## src/rtl/nco_pkg.sv

```systemverilog
// Shared constants and helpers for the multi-carrier NCO and its quarter-wave ROM.
package nco_pkg;

    // Quadrant encoding taken from the top two bits of the truncated phase
    localparam logic [1:0] QUAD_0 = 2'd0;
    localparam logic [1:0] QUAD_1 = 2'd1;
    localparam logic [1:0] QUAD_2 = 2'd2;
    localparam logic [1:0] QUAD_3 = 2'd3;

    // Peak ROM magnitude; one code short of full scale so negation never overflows
    function automatic int ncoAmplitude(input int outW);
        return (1 << (outW - 1)) - 1;
    endfunction

    // Quadrants 1 and 3 walk the quarter wave backwards
    function automatic int ncoMirrorAddr(input int idx, input logic [1:0] quad, input int lutAw);
        if (quad == QUAD_1 || quad == QUAD_3) begin
            return (1 << lutAw) - 1 - idx;
        end
        return idx;
    endfunction

    // Quarter-wave table entry j, sampled at the half-LSB point so no entry is zero
    function automatic int ncoRomValue(input int j, input int lutAw, input int amp);
        real x;
        real term;
        real sum;
        x    = 2.0 * 3.14159265358979323846 * (real'(j) + 0.5) / real'(1 << (lutAw + 2));
        term = x;
        sum  = x;
        for (int n = 1; n <= 12; n++) begin
            term = -term * x * x / real'((2 * n) * (2 * n + 1));
            sum  = sum + term;
        end
        return $rtoi(real'(amp) * sum + 0.5);
    endfunction

endpackage

```

## src/rtl/nco_qwave_rom.sv

```systemverilog
// Dual-port synchronous-read quarter-wave sine ROM; one port for sine, one for cosine.
// Contents are computed at elaboration from the same formula the table generator uses.
module nco_qwave_rom
    import nco_pkg::*;
#(
    parameter int LUT_AW = 8,
    parameter int OUT_W  = 12
) (
    input  logic              clk,
    input  logic              reset,
    input  logic [LUT_AW-1:0] i_addrA,
    input  logic [LUT_AW-1:0] i_addrB,
    output logic [OUT_W-2:0]  o_dataA,
    output logic [OUT_W-2:0]  o_dataB
);

    localparam int DEPTH = 1 << LUT_AW;
    localparam int AMP   = ncoAmplitude(OUT_W);

    logic [OUT_W-2:0] w_table [DEPTH];

    for (genvar j = 0; j < DEPTH; j++) begin : g_entry
        localparam int VALUE = ncoRomValue(j, LUT_AW, AMP);
        assign w_table[j] = VALUE[OUT_W-2:0];
    end

    // Registered read on both ports; cleared on reset so no stale magnitude survives
    always_ff @(posedge clk) begin
        if (reset) begin
            o_dataA <= '0;
            o_dataB <= '0;
        end else begin
            o_dataA <= w_table[i_addrA];
            o_dataB <= w_table[i_addrB];
        end
    end

endmodule

```

## src/rtl/nco_multi.sv

```systemverilog
// Parametrised NCO: phase accumulator with retunable increment, phase offset,
// quarter-wave ROM lookup and signed sine/cosine outputs through a 3-stage pipeline.
module nco_multi
    import nco_pkg::*;
#(
    parameter int ACC_W          = 24,
    parameter int LUT_AW         = 8,
    parameter int OUT_W          = 12,
    parameter int UPDATE_AT_WRAP = 0
) (
    input  logic                    clk,
    input  logic                    reset,
    input  logic                    en,
    input  logic                    sync_clr,
    input  logic                    inc_load,
    input  logic [ACC_W-1:0]        phase_inc,
    input  logic [LUT_AW+1:0]       phase_off,
    output logic signed [OUT_W-1:0] sine_out,
    output logic signed [OUT_W-1:0] cosine_out,
    output logic                    out_valid,
    output logic                    wrap
);

    localparam int PW = LUT_AW + 2;
    localparam logic [PW-1:0] QUARTER_TURN = {2'b01, {LUT_AW{1'b0}}};

    logic [ACC_W-1:0] r_acc;
    logic [ACC_W-1:0] r_activeInc;
    logic [ACC_W-1:0] r_pendingInc;
    logic             r_pendingFlag;
    logic             r_wrapPend;

    logic             r_s1Valid;
    logic             r_s1Wrap;
    logic [PW-1:0]    r_s1SinPhase;
    logic [PW-1:0]    r_s1CosPhase;

    logic             r_s2Valid;
    logic             r_s2Wrap;
    logic             r_s2SinNeg;
    logic             r_s2CosNeg;

    logic [ACC_W:0]          w_sum;
    logic                    w_carry;
    logic                    w_transfer;
    logic [PW-1:0]           w_sinPhase;
    logic [PW-1:0]           w_cosPhase;
    logic [LUT_AW-1:0]       w_sinAddr;
    logic [LUT_AW-1:0]       w_cosAddr;
    logic [OUT_W-2:0]        w_sinMag;
    logic [OUT_W-2:0]        w_cosMag;
    logic signed [OUT_W-1:0] w_sinExt;
    logic signed [OUT_W-1:0] w_cosExt;

    assign w_sum   = {1'b0, r_acc} + {1'b0, r_activeInc};
    assign w_carry = en & ~sync_clr & w_sum[ACC_W];

    // With a zero active increment the accumulator can never carry, so a pending
    // word is taken straight away even in wrap-aligned mode; otherwise it would stall forever.
    assign w_transfer = r_pendingFlag &
                        ((UPDATE_AT_WRAP == 0) || (r_activeInc == '0) || w_carry);

    // Pending/active increment pair: a load arriving with a transfer stays pending
    always_ff @(posedge clk) begin
        if (reset) begin
            r_activeInc   <= '0;
            r_pendingInc  <= '0;
            r_pendingFlag <= 1'b0;
        end else begin
            if (w_transfer) begin
                r_activeInc   <= r_pendingInc;
                r_pendingFlag <= 1'b0;
            end
            if (inc_load) begin
                r_pendingInc  <= phase_inc;
                r_pendingFlag <= 1'b1;
            end
        end
    end

    // Phase accumulator; the carry is remembered for the sample that will use the new value
    always_ff @(posedge clk) begin
        if (reset) begin
            r_acc      <= '0;
            r_wrapPend <= 1'b0;
        end else if (sync_clr) begin
            r_acc      <= '0;
            r_wrapPend <= 1'b0;
        end else if (en) begin
            r_acc      <= w_sum[ACC_W-1:0];
            r_wrapPend <= w_sum[ACC_W];
        end
    end

    assign w_sinPhase = r_acc[ACC_W-1 -: PW] + phase_off;
    assign w_cosPhase = w_sinPhase + QUARTER_TURN;

    // Stage 1: capture truncated, offset sine and cosine phases of the current accumulator
    always_ff @(posedge clk) begin
        if (reset) begin
            r_s1Valid    <= 1'b0;
            r_s1Wrap     <= 1'b0;
            r_s1SinPhase <= '0;
            r_s1CosPhase <= '0;
        end else begin
            r_s1Valid    <= en;
            r_s1Wrap     <= r_wrapPend;
            r_s1SinPhase <= w_sinPhase;
            r_s1CosPhase <= w_cosPhase;
        end
    end

    assign w_sinAddr = LUT_AW'(ncoMirrorAddr(int'(r_s1SinPhase[LUT_AW-1:0]),
                                             r_s1SinPhase[PW-1 -: 2], LUT_AW));
    assign w_cosAddr = LUT_AW'(ncoMirrorAddr(int'(r_s1CosPhase[LUT_AW-1:0]),
                                             r_s1CosPhase[PW-1 -: 2], LUT_AW));

    nco_qwave_rom #(
        .LUT_AW (LUT_AW),
        .OUT_W  (OUT_W)
    ) u_rom (
        .clk     (clk),
        .reset   (reset),
        .i_addrA (w_sinAddr),
        .i_addrB (w_cosAddr),
        .o_dataA (w_sinMag),
        .o_dataB (w_cosMag)
    );

    // Stage 2: carry the sign decisions alongside the ROM read
    always_ff @(posedge clk) begin
        if (reset) begin
            r_s2Valid  <= 1'b0;
            r_s2Wrap   <= 1'b0;
            r_s2SinNeg <= 1'b0;
            r_s2CosNeg <= 1'b0;
        end else begin
            r_s2Valid  <= r_s1Valid;
            r_s2Wrap   <= r_s1Wrap;
            r_s2SinNeg <= (r_s1SinPhase[PW-1 -: 2] == QUAD_2) || (r_s1SinPhase[PW-1 -: 2] == QUAD_3);
            r_s2CosNeg <= (r_s1CosPhase[PW-1 -: 2] == QUAD_2) || (r_s1CosPhase[PW-1 -: 2] == QUAD_3);
        end
    end

    assign w_sinExt = signed'({1'b0, w_sinMag});
    assign w_cosExt = signed'({1'b0, w_cosMag});

    // Stage 3: apply sign in the lower half-cycle; samples hold while nothing valid arrives
    always_ff @(posedge clk) begin
        if (reset) begin
            out_valid  <= 1'b0;
            wrap       <= 1'b0;
            sine_out   <= '0;
            cosine_out <= '0;
        end else begin
            out_valid <= r_s2Valid;
            wrap      <= r_s2Valid & r_s2Wrap;
            if (r_s2Valid) begin
                sine_out   <= r_s2SinNeg ? -w_sinExt : w_sinExt;
                cosine_out <= r_s2CosNeg ? -w_cosExt : w_cosExt;
            end
        end
    end

endmodule

```

## config.mk

```make
export PLATFORM = sky130hd
export DESIGN_NAME = nco_multi
export DESIGN_NICKNAME = d
export VERILOG_FILES = /design/src/rtl/nco_pkg.sv /design/src/rtl/nco_qwave_rom.sv /design/src/rtl/nco_multi.sv
export SDC_FILE = /design/constraint.sdc
export NUM_CORES = 1
export LEC_CHECK = 0
export BUFFER_PORTS_ARGS = -buffer_cell sky130_fd_sc_hd__buf_2
export CAP_MARGIN = 10
export CORE_ASPECT_RATIO = 1.25
export CORE_MARGIN = 8
export CORE_UTILIZATION = 50
export CTS_BUF_LIST = sky130_fd_sc_hd__clkbuf_8
export DETAILED_ROUTE_END_ITERATION = 7
export PLACE_DENSITY = 0.68
export SLEW_MARGIN = 0
export SYNTH_ARGS = -nofsm -noshare
export SYNTH_HDL_FRONTEND = slang
export SYNTH_HIERARCHICAL = 1
export SYNTH_SLANG_ARGS = --single-unit
```

## constraint.sdc

```tcl
create_clock -name clk -period 4.7 [get_ports clk]
set_clock_uncertainty 0.2 [all_clocks]
set_input_delay 0.47 -clock clk [delete_from_list [all_inputs] [get_ports clk]]
set_output_delay 0.47 -clock clk [all_outputs]
set_load 0.02 [all_outputs]
```

==> flow_metrics.tcl <==
set metrics [dict create \
    status "completed" \
    final_nets 1709 \
    first_iter_violations 1572 \
    grt.overflow.total 0 \
    areaGrowthSynthToFinish_pct 7.08 \
    power_density_mw_per_mm2 311 \
    hold_class "primary input to flop" \
    rows 64 \
    cts_root_buf "clkbuf_8" \
    vias 13000 \
    final_cell_mix "nor2_1, dfxtp_1, a21oi_1" \
    fin_cells 1948 \
    final_common_cell "nor2_1" \
    crit_top_cell "buf_4" \
    synth_edf_count 0 \
    path_max_fanout 17 \
    wl_met2_um 19800 \
    grt_pass1_vias 12300 \
    slew_headroom_pct 41.0 \
    vias_per_cell 6.68 \
    ir_drop_mv 0.196 \
    post_cts_buffers 0 \
    seqPwrFrac_pct 32.7 \
    gp_congestion 1.05 \
    critPathRequiredTime_ns 4.80 \
    p_leak_nw 5.31 \
    synthArstFlopShare_pct 0 \
    finalMaxSlewViolations 0 \
    n_antenna_cell 0 \
    ant_nets 0 \
    cts.sinks 140 \
    setup_viol 0 \
    finalWorstPathRequiredPeriod_ns 3.73 \
    intPower_mw 2.34 \
    cts_buffer_depth 2 \
    drt-total-wl_um 44400 \
    clk_pin_slew_worst_paths_ns 0.10 \
    slowest_stage "nor2b_1" \
    highest_layer "met4" \
    fillers 2315 \
    syn_area_per_cell_um2 7.58 \
    cpPeakStageDelay_ns 0.66 \
    antenna_found_initial 0 \
    fp.dieW_um 157 \
    syn-cell-area_mm2 0.0124 \
    wl_per_cell_um 22.8 \
    cp-start-kind "flop" \
    hold_viol 0 \
    worstSetupPathType "flop to flop" \
    grtUsageTotal_pct 29.0 \
    grt_pass1_wl_um 69000 \
    pin_count 65 \
    cts_buffers 17 \
    crit_path_cell_trace "xor2_1 -> buf_4 -> inv_1 -> buf_4 -> ha_1 -> nor2b_1 -> o21ai_0 -> a21oi_1 -> o31ai_1 -> a2111oi_0 -> a311oi_1" \
    coreArea_mm2 0.0244 \
    cap_viol_max_count 0 \
    met3_wirelength_um 3770 \
    htreeDepth 4 \
    rsz0062_at_grt "false" \
    p_sw_mw 1.77 \
    grt_max_degree 99 \
    syn_inst 1630 \
    worstSetupEndpointType "flop" \
    cts_tree "yes" \
    post-route-period-util_pct 79.3 \
    clock_latency_ns 0.45 \
    synth_warnings 6 \
    holdBufCountCts 0 \
    synthFlopType "dfxtp_1" \
    die_h_um 192 \
    netlist-cell-type-count 102 \
    placedCellCount 1916 \
    hpwl_um 31500 \
    syn_nets 1734 \
    drc 0 \
    fmax_mhz 268 \
    drive_gt1_share_pct 11.9 \
    dieArea_mm2 0.0300 \
    synth_seq_cells 140 \
    worstPathArrival_ns 3.83 \
    ys_seq_area_share_pct 22.7 \
    pwr-share-clk_pct 23.7 \
    setup_tns_ns 0 \
    numPortBuffers 64 \
    initial_core_util_pct 50.6 \
    dr.pass1.iters 6 \
    p_sw_share_pct 43.1 \
    max_slew.worst_pin.slew_ns 0.882 \
    cts_resized 0 \
    drt-met1-wl_um 17600 \
    p_comb_share_pct 43.6 \
    whs_ns 0.0531 \
]
## power groups by stage
| stage | clock (mW) | sequential (mW) | combinational [mW] |
|---|---|---|---|
| detailed placement | 0 | 1.37 | 1.72 |
| global placement | 0 | 1.37 | 1.74 |
| floorplan | 0 | 1.34 | 1.25 |
| CTS | 1.00 | 1.34 | 1.73 |
| global route | 1.05 | 1.35 | 1.91 |
| finish | 0.976 | 1.34 | 1.79 |
## state kept, by name, indices dropped and copies added (netlist names)
register and cells:
out_valid 1, r_s1CosPhase 2, r_s1Valid 1, r_s2CosNeg 1, u_rom/o_dataA 11, r_s2Valid 1
r_acc 24, u_rom/o_dataB 11, cosine_out 12, r_wrapPend 1, sine_out 12, r_s1Wrap 1
r_s2Wrap 1, r_s2SinNeg 1, r_s1SinPhase 10, r_pendingFlag 1, wrap 1, r_activeInc 24
r_pendingInc 24
## path summary, 6_finish.rpt
kind | endpoint | slack, ns | startpoint | depth (start not counted)
setup / recovery | u_rom/o_dataA[3]$_SDFF_PP0_ | 0.97 | r_s1SinPhase[8]$_SDFF_PP0_ | 11
hold / removal | r_pendingInc[20]$_SDFFE_PP0P_ | 0.05 | phase_inc[20] | 3
hold reg to reg | r_s2Valid$_SDFF_PP0_ | 0.22 | r_s1Valid$_SDFF_PP0_ | 1
setup reg to reg | u_rom/o_dataA[3]$_SDFF_PP0_ | 0.97 | r_s1SinPhase[8]$_SDFF_PP0_ | 11
## layout make-up
class / count / area (µm²) / share of cell area [%]
repair buffers: 109 / 673 / 5.09
clock buffers: 17 / 234 / 1.77
well taps: 330 / 413 / 3.12
flip-flops and latches: 140 / 2800 / 21.2
clock inverters: 15 / 150 / 1.14
multi-input cells: 1308 / 8840 / 66.9
inverters: 29 / 109 / 0.823
## per-stage QoR
stage / power [mW] / cell area, µm² / setup slack [ns] / utilization, %
final: 4.11 / 13200 / 0.972 / 54.2
after detailed placement: 3.09 / 12800 / 1.08 / 52.6
after global routing: 4.31 / 13200 / 0.785 / 54.2
after floorplan: 2.59 / 12400 / 1.09 / -
after global placement: 3.11 / 12800 / 1.07 / 52.6
after CTS: 4.07 / 13200 / 1.05 / 54.2
## layer usage
layer / track usage [%] / vias up
li1: - / 5957
met1: 35.8 / 6021
met2: 45.4 / 807
met3: 4.98 / 219
met4: 20.1 / 0
met5: 0 / -
## worst max-delay path: cells and delay by family (launching register included)
| family | cells | cell delay [ns] |
|---|---|---|
| AO/OA/AOI/OAI | 5 | 0.99 |
| AND/OR/NAND/NOR | 1 | 0.66 |
| flip-flops | 1 | 0.64 |
| buffers and inverters | 3 | 0.51 |
| XOR/XNOR | 1 | 0.19 |
| adder cells (fa/ha/maj) | 1 | 0.38 |
## cells by family after synthesis
| kind of cell | synth area share (%) |
|---|---|
| flops | 22.7 |
| mux | 6.51 |
| xor+xnor | 4.78 |
| simple gates | 21.8 |
| buf+inv | 7.10 |
| compound gates | 30.4 |
| fa+ha+maj | 6.71 |
## cells in the mapped netlist (23+ instances only)
| cell | count | area, µm² |
|---|---|---|
| nand3_1 | 23 | 115 |
| inv_1 | 26 | 97.6 |
| nor3_1 | 48 | 240 |
| buf_2 | 55 | 275 |
| nor2b_1 | 41 | 257 |
| mux2i_1 | 71 | 711 |
| nand2b_1 | 40 | 250 |
| nand2_1 | 113 | 424 |
| nor2_1 | 185 | 694 |
| o21ai_0 | 98 | 490 |
| o211ai_1 | 32 | 240 |
| ha_1 | 63 | 788 |
| clkbuf_1 | 68 | 255 |
| dfxtp_1 | 140 | 2800 |
| xor2_1 | 47 | 412 |
| a211oi_1 | 57 | 428 |
| a21oi_1 | 139 | 696 |
No activity file was read; power rests on OpenSTA's default activity.
